## src/rtl/scan_decoder.sv

```systemverilog
// Registered active-low N-to-2^N strobe decoder with direct-select and auto-scan modes
// and break-before-make blanking. Optional line skipping via `define SCAN_DECODER_MASK_EN.
module scan_decoder #(
  parameter int SEL_W     = 2,
  parameter int DWELL     = 4,
  parameter int BLANK_CYC = 1
) (
  input  logic                    clk,
  input  logic                    reset,
  input  logic                    en,
  input  logic                    mode,
  input  logic [SEL_W-1:0]        sel_in,
`ifdef SCAN_DECODER_MASK_EN
  input  logic [(1<<SEL_W)-1:0]   mask,
`endif
  output logic [(1<<SEL_W)-1:0]   out,
  output logic [SEL_W-1:0]        cur_sel,
  output logic                    wrap
);

  localparam int N    = 1 << SEL_W;
  localparam int DW_W = (DWELL > 1) ? $clog2(DWELL) : 1;
  localparam int BL_W = (BLANK_CYC > 1) ? $clog2(BLANK_CYC) : 1;
  localparam logic [DW_W-1:0] DWELL_LAST = DW_W'(DWELL - 1);
  localparam logic [BL_W-1:0] BLANK_LAST = (BLANK_CYC > 0) ? BL_W'(BLANK_CYC - 1) : '0;

  typedef enum logic [1:0] {IDLE, BLANK, DRIVE} state_t;

  state_t            state_q, state_d;
  logic [SEL_W-1:0]  cur_sel_q, cur_sel_d;
  logic [DW_W-1:0]   dwell_q, dwell_d;
  logic [BL_W-1:0]   blank_q, blank_d;
  logic              wrap_q, wrap_d;
  logic              mode_q;
  logic [N-1:0]      out_q, out_d;

  logic [N-1:0]      skip;
`ifdef SCAN_DECODER_MASK_EN
  assign skip = mask;
`else
  assign skip = '0;
`endif

  // Next unmasked line strictly above cur_sel, wrapping; wraps when the search passes N-1.
  logic [SEL_W-1:0]  scan_next;
  logic              scan_wrap;
  logic              scan_found;

  always_comb begin
    scan_next  = cur_sel_q;
    scan_wrap  = 1'b0;
    scan_found = 1'b0;
    for (int i = 1; i <= N; i++) begin
      if (!scan_found && !skip[SEL_W'(int'(cur_sel_q) + i)]) begin
        scan_found = 1'b1;
        scan_next  = SEL_W'(int'(cur_sel_q) + i);
        scan_wrap  = (int'(cur_sel_q) + i) >= N;
      end
    end
  end

  always_comb begin
    state_d   = state_q;
    cur_sel_d = cur_sel_q;
    dwell_d   = dwell_q;
    blank_d   = blank_q;
    wrap_d    = 1'b0;
    if (!en) begin
      state_d = IDLE;
      dwell_d = '0;
      blank_d = '0;
    end else begin
      case (state_q)
        IDLE: begin
          if (!mode) cur_sel_d = sel_in;
          dwell_d = '0;
          blank_d = '0;
          if (BLANK_CYC == 0) state_d = DRIVE;
          else                state_d = BLANK;
        end
        BLANK: begin
          if (blank_q == BLANK_LAST) begin
            // A fully masked scan parks here until some line becomes eligible.
            if (!(mode && (&skip))) begin
              state_d = DRIVE;
              blank_d = '0;
            end
          end else begin
            blank_d = blank_q + BL_W'(1);
          end
        end
        DRIVE: begin
          if (!mode) begin
            dwell_d = '0;
            if (sel_in != cur_sel_q) begin
              cur_sel_d = sel_in;
              blank_d   = '0;
              if (BLANK_CYC == 0) state_d = DRIVE;
              else                state_d = BLANK;
            end
          end else if (!mode_q) begin
            dwell_d = '0;
          end else if (dwell_q == DWELL_LAST) begin
            dwell_d = '0;
            blank_d = '0;
            if (scan_found) begin
              cur_sel_d = scan_next;
              wrap_d    = scan_wrap;
            end
            if (BLANK_CYC == 0) state_d = DRIVE;
            else                state_d = BLANK;
          end else begin
            dwell_d = dwell_q + DW_W'(1);
          end
        end
        default: state_d = IDLE;
      endcase
    end
  end

  // Strobes are decoded from the registered state, so they trail cur_sel by one cycle.
  for (genvar gi = 0; gi < N; gi++) begin : g_line
    assign out_d[gi] = !((state_q == DRIVE) && (cur_sel_q == SEL_W'(gi)) && !skip[gi]);
  end

  always_ff @(posedge clk) begin
    if (reset) begin
      state_q   <= IDLE;
      cur_sel_q <= '0;
      dwell_q   <= '0;
      blank_q   <= '0;
      wrap_q    <= 1'b0;
      mode_q    <= 1'b0;
      out_q     <= '1;
    end else begin
      state_q   <= state_d;
      cur_sel_q <= cur_sel_d;
      dwell_q   <= dwell_d;
      blank_q   <= blank_d;
      wrap_q    <= wrap_d;
      mode_q    <= mode;
      out_q     <= out_d;
    end
  end

  assign out     = out_q;
  assign cur_sel = cur_sel_q;
  assign wrap    = wrap_q;

endmodule

```

## config.mk

```make
export PLATFORM = sky130hd
export DESIGN_NAME = scan_decoder
export DESIGN_NICKNAME = d
export VERILOG_FILES = /design/src/rtl/scan_decoder.sv
export SDC_FILE = /design/constraint.sdc
export NUM_CORES = 1
export LEC_CHECK = 0
export CAP_MARGIN = 10
export CELL_PAD_IN_SITES_DETAIL_PLACEMENT = 0
export CELL_PAD_IN_SITES_GLOBAL_PLACEMENT = 1
export CORE_MARGIN = 2
export CORE_UTILIZATION = 35
export DETAILED_ROUTE_END_ITERATION = 16
export GPL_TIMING_DRIVEN = 0
export PLACE_DENSITY_LB_ADDON = 0.1
export SLEW_MARGIN = 20
export SYNTH_ARGS = -nofsm -noshare
export SYNTH_HDL_FRONTEND = slang
export SYNTH_SLANG_ARGS = --single-unit
```

## constraint.sdc

```tcl
create_clock -name clk -period 1.9 [get_ports clk]
set_clock_uncertainty 0.15 [all_clocks]
set_input_delay 0.38 -clock clk [delete_from_list [all_inputs] [get_ports clk]]
set_output_delay 0.38 -clock clk [all_outputs]
set_load 0.005 [all_outputs]
```

==> summary.md, run 1 <==
| Metric | Value |
|---|---|
| #FFs+latches synth | `12` |
| Critical path cell sequence | `clkdlybuf4s50_1, xor2_1, or4_4, and2_4, a32o_1` |
| GPL Wtd Cong | `0.730` |
| RSZ-0062 raised after global routing | `false` |
| Syn_area_per_cell | `9.22 µm²` |
| Simple-Gate Fraction of Synth Area | `28.4%` |
| DRC viols | `0` |
| H-tree Lvls | `1` |
| Post-synth EDFFs | `0` |
| Max Cap Violations | `0` |
| Clk Latency, worst-skew pair | `270 ps` |
| Global-route wire length before repair | `1810 µm` |
| Clk buf depth | `2` |
| Achievable frequency | `542 MHz` |
| Slowest cell on crit path | `or4_4` |
| DP Worst Slack | `-238 ps` |
| FP Rows | `14` |
| P per Cell Area | `705 nW/µm²` |
| Synth Instances | `62` |
| Post-Place Cells | `90` |
| Final period utilization | `97.0%` |
| Post-synthesis mux area share | `0%` |
| Number of fill cells in the layout | `159` |
| Max stage delay on crit path | `510 ps` |
| Top FF cell, synth | `dfxtp_1` |
| Die area | `1970 µm²` |
| Total wire length | `1030 µm` |
| Worst hold path type | `reg2reg` |
| Status | `completed` |
| Max rail drop VDD | `0.290 mV` |
| Grt ovf | `0` |
| Number of detailed-route iterations in the first pass | `4` |
| Adder-Cell Fraction of Synth Area | `10.9%` |
| Minimum clock period after layout | `1840 ps` |
| Vias/cell | `4.95` |
| IO Pins | `13` |
| Synth top area share | `42.0%` |
| CTS tree | `done` |
| Largest family of logic cells by synthesized area | `simple AND/OR/NAND/NOR gates` |
| CP Launch Type | `input pin` |
| Vias in the first global route | `408` |
| Core box area | `1520 µm²` |
| Syn Nets | `73` |
| Synth top cells by count | `12 x dfxtp_1, 11 x nand2_1, 6 x a21oi_1` |
| Mapped Area | `572 µm²` |
| Most common cell in the netlist | `dfxtp_1` |
| Starting density of the core | `37.5%` |
| Layout cells sized above 1 | `16.7%` |
| WHS | `325 ps` |
| Layout Utilization | `49.2%` |
| Synth area leader | `dfxtp_1` |
| Post-DP HPWL | `767 µm` |
| Clock Pin Slew Worst Setup and Hold Paths | `80 ps` |
| Finished Layout Cells | `94` |
| Top post-synthesis cells by area | `dfxtp_1 42%, ha_1 11%, nand2_1 7.2%` |
| Relative slew slack | `70.1%` |
| Syn-to-layout area delta | `31.1%` |
| CP endpoint kind | `flop` |
| Fin. Hold Viols | `0` |
| GRT Total Usage | `13.2%` |
| 1st-iter DRT viols | `10` |
| Crit Path Category | `in2reg` |
| Number of I/O port buffers | `12` |
| Setup-failing EPs final | `0` |
| Sequential area share after synthesis | `42.0%` |
| Setup TNS | `0 ps` |
| Critical path fanouts, max | `4` |
| Slew of the pin with the lowest slew margin | `448 ps` |
| Worst Path Arrival | `1860 ps` |
| Routed WL per cell | `11.0 µm` |
| Largest net degree at the start of global routing | `11` |
| Async SR Flop Fraction | `0%` |
| Clock sink count | `12` |
| Yosys warnings | `0` |
| Antenna violations before repair | `0` |
| Worst EP required | `1920 ps` |
| Chip width | `44.4 µm` |
| PnR worst setup slack | `56.7 ps` |
| Fin nets | `90` |
| Antenna Violating Nets Remaining | `0` |
| XOR/XNOR share of the synthesized area | `3.06%` |
| Leak | `0.000296 µW` |
| Die height | `44.4 µm` |
| Compound-Gate Fraction of Synth Area | `11.6%` |
| Total CTS buffers | `3` |
| Slew Viols, Final | `0` |
| ANT cells | `0` |
| Root Buffer Master | `clkbuf_4` |
| Netlist cell types | `22` |
| Via count | `465` |
## final cells by class
type                    instances  area, µm²  area share [%]
multi-input cells              45        309            41.2
well taps                      16       20.0            2.67
plain buffers                   1       7.51            1.00
inverters                       4       15.0            2.00
clock buffers                   4       36.3            4.84
repair buffers                 12        120            16.0
flip-flops and latches         12        241            32.2
## cell families after synthesis
family	Yosys count
flip-flops	12
buffers and inverters	5
AO/OA/AOI/OAI	10
AND/OR/NAND/NOR	28
XOR/XNOR	2
adder cells (fa/ha/maj)	5
## through the flow
stage | total power, µW | instance area, µm²
5_1_grt | 556 | 749
4_1_cts | 537 | 748
3_5_place_dp | 330 | 712
6_report | 529 | 749
3_3_place_gp | 331 | 712
2_1_floorplan | 303 | 572
## metal layers
metal	GRT usage [%]	part of all wire, %
met5	0	0
met4	9.09	0.87
met3	4.90	5.7
met2	17.9	44
met1	17.3	49
## timing repair
action                                  4_1_cts  5_1_grt
endpoints found under the setup margin        0        1
buffers inserted                              0        0
hold buffers                                  0        0
gates resized for setup                       0        1
hold endpoints to repair                      0        0
## worst paths after layout
kind                     end  cells past startpoint       start  slack [ps]
setup / recovery  cur_sel[0]                      5   sel_in[0]          60
hold / removal    dwell_q[1]                      2  dwell_q[1]         330
setup reg to reg  cur_sel[0]                      4  state_q[0]         220
hold reg to reg   dwell_q[1]                      2  dwell_q[1]         330
## where the power goes
part / internal, µW / switching (µW) / total (µW)
Sequential: 258 / 9.45 / 267
Combinational: 32.9 / 24.2 / 57.1
Clock: 117 / 87.8 / 204
Total: 407 / 121 / 529
## state kept, by name, summed over array words and instances (netlist names)
name and count:
wrap 1, state_q 2, dwell_q 2, out 4
cur_sel 2, mode_q 1
## cells in the final DEF, fill, tap and decap left out
master	count
ha_1	5
and2b_2	1
nand3_1	3
or4_4	1
and4bb_2	1
buf_4	1
dfxtp_1	11
xor2_1	2
nor3_1	2
clkbuf_4	3
nand2_1	11
a32o_1	1
and2_4	1
nor2_1	2
clkdlybuf4s50_1	12
dfxtp_2	1
or2b_2	1
a311oi_2	1
a21oi_1	6
inv_1	4
clkbuf_8	1
nor2b_1	2
a31oi_1	1
nand4_1	2
o21ai_0	1
nand2b_4	1
## critical path: cells and delay by family
kind	cells	cell delay (ps)
buf+inv	1	460
xor+xnor	1	160
simple gates	2	670
compound gates	1	200
Note: power is estimated with default switching activity, not from simulation.
==> run 2, diff against run 1 <==
CORE_UTILIZATION = 31   (was 35)
clock period = 1.6 ns   (was 1.9 ns; I/O delays follow)
==> summary.md, run 2 (same netlist as run 1, synthesis figures left out) <==
| Metric | Value |
|---|---|
| Status | `finished, violations left (was completed)` |
| Failing checks | `negative setup slack` |
| Switching power | `145 µW (was 121 µW)` |
| PnR worst setup slack | `-39.4 ps (was 56.7 ps)` |
| Starting density of the core | `33.1% (was 37.5%)` |
| Clock sink count | `12 (unchanged)` |
| WHS | `193 ps (was 325 ps)` |
| Worst Hold Path Cells | `3 (was 2)` |
| Relative slew slack | `68.7% (was 70.1%)` |
| Hold Path End | `wrap (was dwell_q[1])` |
| Max stage delay on crit path | `550 ps (was 510 ps)` |
| Largest net degree at the start of global routing | `11 (unchanged)` |
| Flop pwr share | `49.5% (was 50.5%)` |
| Root Buffer Master | `clkbuf_4 (unchanged)` |
| Minimum clock period after layout | `1640 ps` |
| Most frequent cells in the layout | `11 x nand2_1, 8 x dfxtp_1, 6 x buf_4, 6 x clkdlybuf4s50_1 (was 12 x clkdlybuf4s50_1, 11 x nand2_1, 11 x dfxtp_1)` |
| Clk buf depth | `2 (unchanged)` |
| FP Rows | `15 (was 14)` |
| Finished Layout Cells | `108 (was 94)` |
| DP Worst Slack | `-469 ps (was -238 ps)` |
| Number of detailed-route iterations in the first pass | `4 (unchanged)` |
| Number of I/O port buffers | `12 (unchanged)` |
| Grt ovf | `0 (unchanged)` |
| Syn-to-layout area delta | `42.9% (was 31.1%)` |
| Layout Utilization | `47.3% (was 49.2%)` |
| Sequential cell area | `253 µm² (was 241 µm²)` |
| Critical path cell sequence | `nand2b_4, or4_4, and2_4, a311oi_2 (was clkdlybuf4s50_1, xor2_1, or4_4, and2_4, a32o_1)` |
| Antenna Violating Nets Remaining | `0 (unchanged)` |
| IO Pins | `13 (unchanged)` |
| Layout cells sized above 1 | `27.7% (was 16.7%)` |
| Chip width | `46.9 µm (was 44.4 µm)` |
| Post-Place Cells | `99 (was 90)` |
| Vias/cell | `4.42 (was 4.95)` |
| CP endpoint kind | `flop (unchanged)` |
| Critical path fanouts, max | `3 (was 4)` |
| RR Startpoint | `state_q[0] (unchanged)` |
| Die area | `2200 µm² (was 1970 µm²)` |
| Post-route cell area | `817 µm² (was 749 µm²)` |
| H-tree Lvls | `1 (unchanged)` |
| Total CTS buffers | `3 (unchanged)` |
| Area of the multi-input gates | `320 µm² (was 309 µm²)` |
| Fin nets | `95 (was 90)` |
| CP Launch Type | `flop (was input pin)` |
| RSZ-0062 raised after global routing | `true (was false)` |
| Combinational Power Share | `12.3% (was 10.8%)` |
| Worst hold path type | `in2reg (was reg2reg)` |
| Leak | `0.000344 µW (was 0.000296 µW)` |
| Final period utilization | `102%` |
| P per Cell Area | `770 nW/µm² (was 705 nW/µm²)` |
| ANT cells | `0 (unchanged)` |
| Number of fill cells in the layout | `180 (was 159)` |
| Post-DP Area | `726 µm² (was 712 µm²)` |
| Sw Ratio | `23.1% (was 23.0%)` |
| Crit Path Category | `reg2reg (was in2reg)` |
| Fin. Hold Viols | `0 (unchanged)` |
| Worst Path Arrival | `1670 ps (was 1860 ps)` |
| DRC viols | `0 (unchanged)` |
| Crit Reg-Reg Endpoint | `cur_sel[1] (was cur_sel[0])` |
| Routed WL per cell | `10.7 µm (was 11.0 µm)` |
| Via count | `477 (was 465)` |
| Internal power | `484 µW (was 407 µW)` |
| 1st-iter DRT viols | `10 (unchanged)` |
| R2R cell count | `4 (unchanged)` |
| Setup-failing EPs final | `3 (was 0)` |
| Vias in the first global route | `426 (was 408)` |
| Clock Pin Slew Worst Setup and Hold Paths | `80 ps (about the same)` |
| Core box area | `1730 µm² (was 1520 µm²)` |
| Post-CTS Hold Fix Bufs | `0 (unchanged)` |
| Slew of the pin with the lowest slew margin | `468 ps (was 448 ps)` |
| Die height | `46.9 µm (was 44.4 µm)` |
| Achievable frequency | `610 MHz` |
| Slowest cell on crit path | `or4_4 (unchanged)` |
| GPL Wtd Cong | `0.718 (was 0.730)` |
| Global-route wire length before repair | `1700 µm (was 1810 µm)` |
| CTS tree | `done (unchanged)` |
| Total wire length | `1160 µm (was 1030 µm)` |
| Slew Viols, Final | `0 (unchanged)` |
| Commonest non-fill, non-tap cell in the layout | `nand2_1 (was clkdlybuf4s50_1)` |
| Clk Latency, worst-skew pair | `270 ps (about the same)` |
| Antenna violations before repair | `0 (unchanged)` |
| Max Cap Violations | `0 (unchanged)` |
| Clk pwr share | `38.1% (was 38.7%)` |
| R2R Setup Slk | `-40 ps (was 220 ps)` |
| HP Start | `en (was dwell_q[1])` |
| Max rail drop VDD | `0.406 mV (was 0.290 mV)` |
| GRT Total Usage | `11.5% (was 13.2%)` |
| Post-DP HPWL | `789 µm (was 767 µm)` |
| Max reg flops | `4 (unchanged)` |
| Worst EP required | `1630 ps (was 1920 ps)` |
run 2: worst max-delay path by stage:
| stage | start | endpoint |
|---|---|---|
| 2_1_floorplan | cur_sel[0] | cur_sel[0] |
| 3_3_place_gp | sel_in[0] | cur_sel[0] |
| 3_5_place_dp | sel_in[0] | cur_sel[0] |
| 4_1_cts | cur_sel[0] | cur_sel[0] |
| 5_1_grt | state_q[0] | cur_sel[1] |
| 6_report | state_q[0] | cur_sel[1] |
run 2: cell type report:
type,instances,area share (%)
Buffer,1,0.919
Multi-Input combinational cell,45,39.2
Timing Repair Buffer,17,18.8
Clock buffer,4,4.44
Inverter,4,1.84
Tap cell,25,3.83
Sequential cell,12,30.9
run 2: repair_timing:
item	in CTS	in global routing
buffers inserted	3	2
pin swaps	2	2
resized for setup	11	2
endpoints found under the setup margin	5	2
run 2: metal layers:
metal  global-route usage [%]  routed length [µm]  vias up
met5                        0                   0        -
met4                     5.00                  14        0
met3                     4.62                  47        2
met2                     18.1                 531       14
met1                     13.7                 565      209
li1                         -                   -      252
run 2: critical path: cells and delay by family, from the launching register on:
kind,cells,cell delay (ps)
simple gates,3,840
flops,1,350
compound gates,1,210
run 2: power groups by stage:
stage,clock network (µW),registers (µW),logic [µW]
2_1_floorplan,0,322,38.5
3_3_place_gp,0,325,68.7
3_5_place_dp,0,325,68.4
4_1_cts,245,311,75.7
5_1_grt,255,313,85.8
6_report,240,312,77.6
run 2: metrics by stage:
| step | setup TNS (ps) | power, µW |
|---|---|---|
| after global placement | -1460 | 393 |
| after CTS | -29.1 | 631 |
| after detailed placement | -1410 | 393 |
| final | -110 | 629 |
| after floorplan | 0 | 361 |
| after global routing | -173 | 654 |
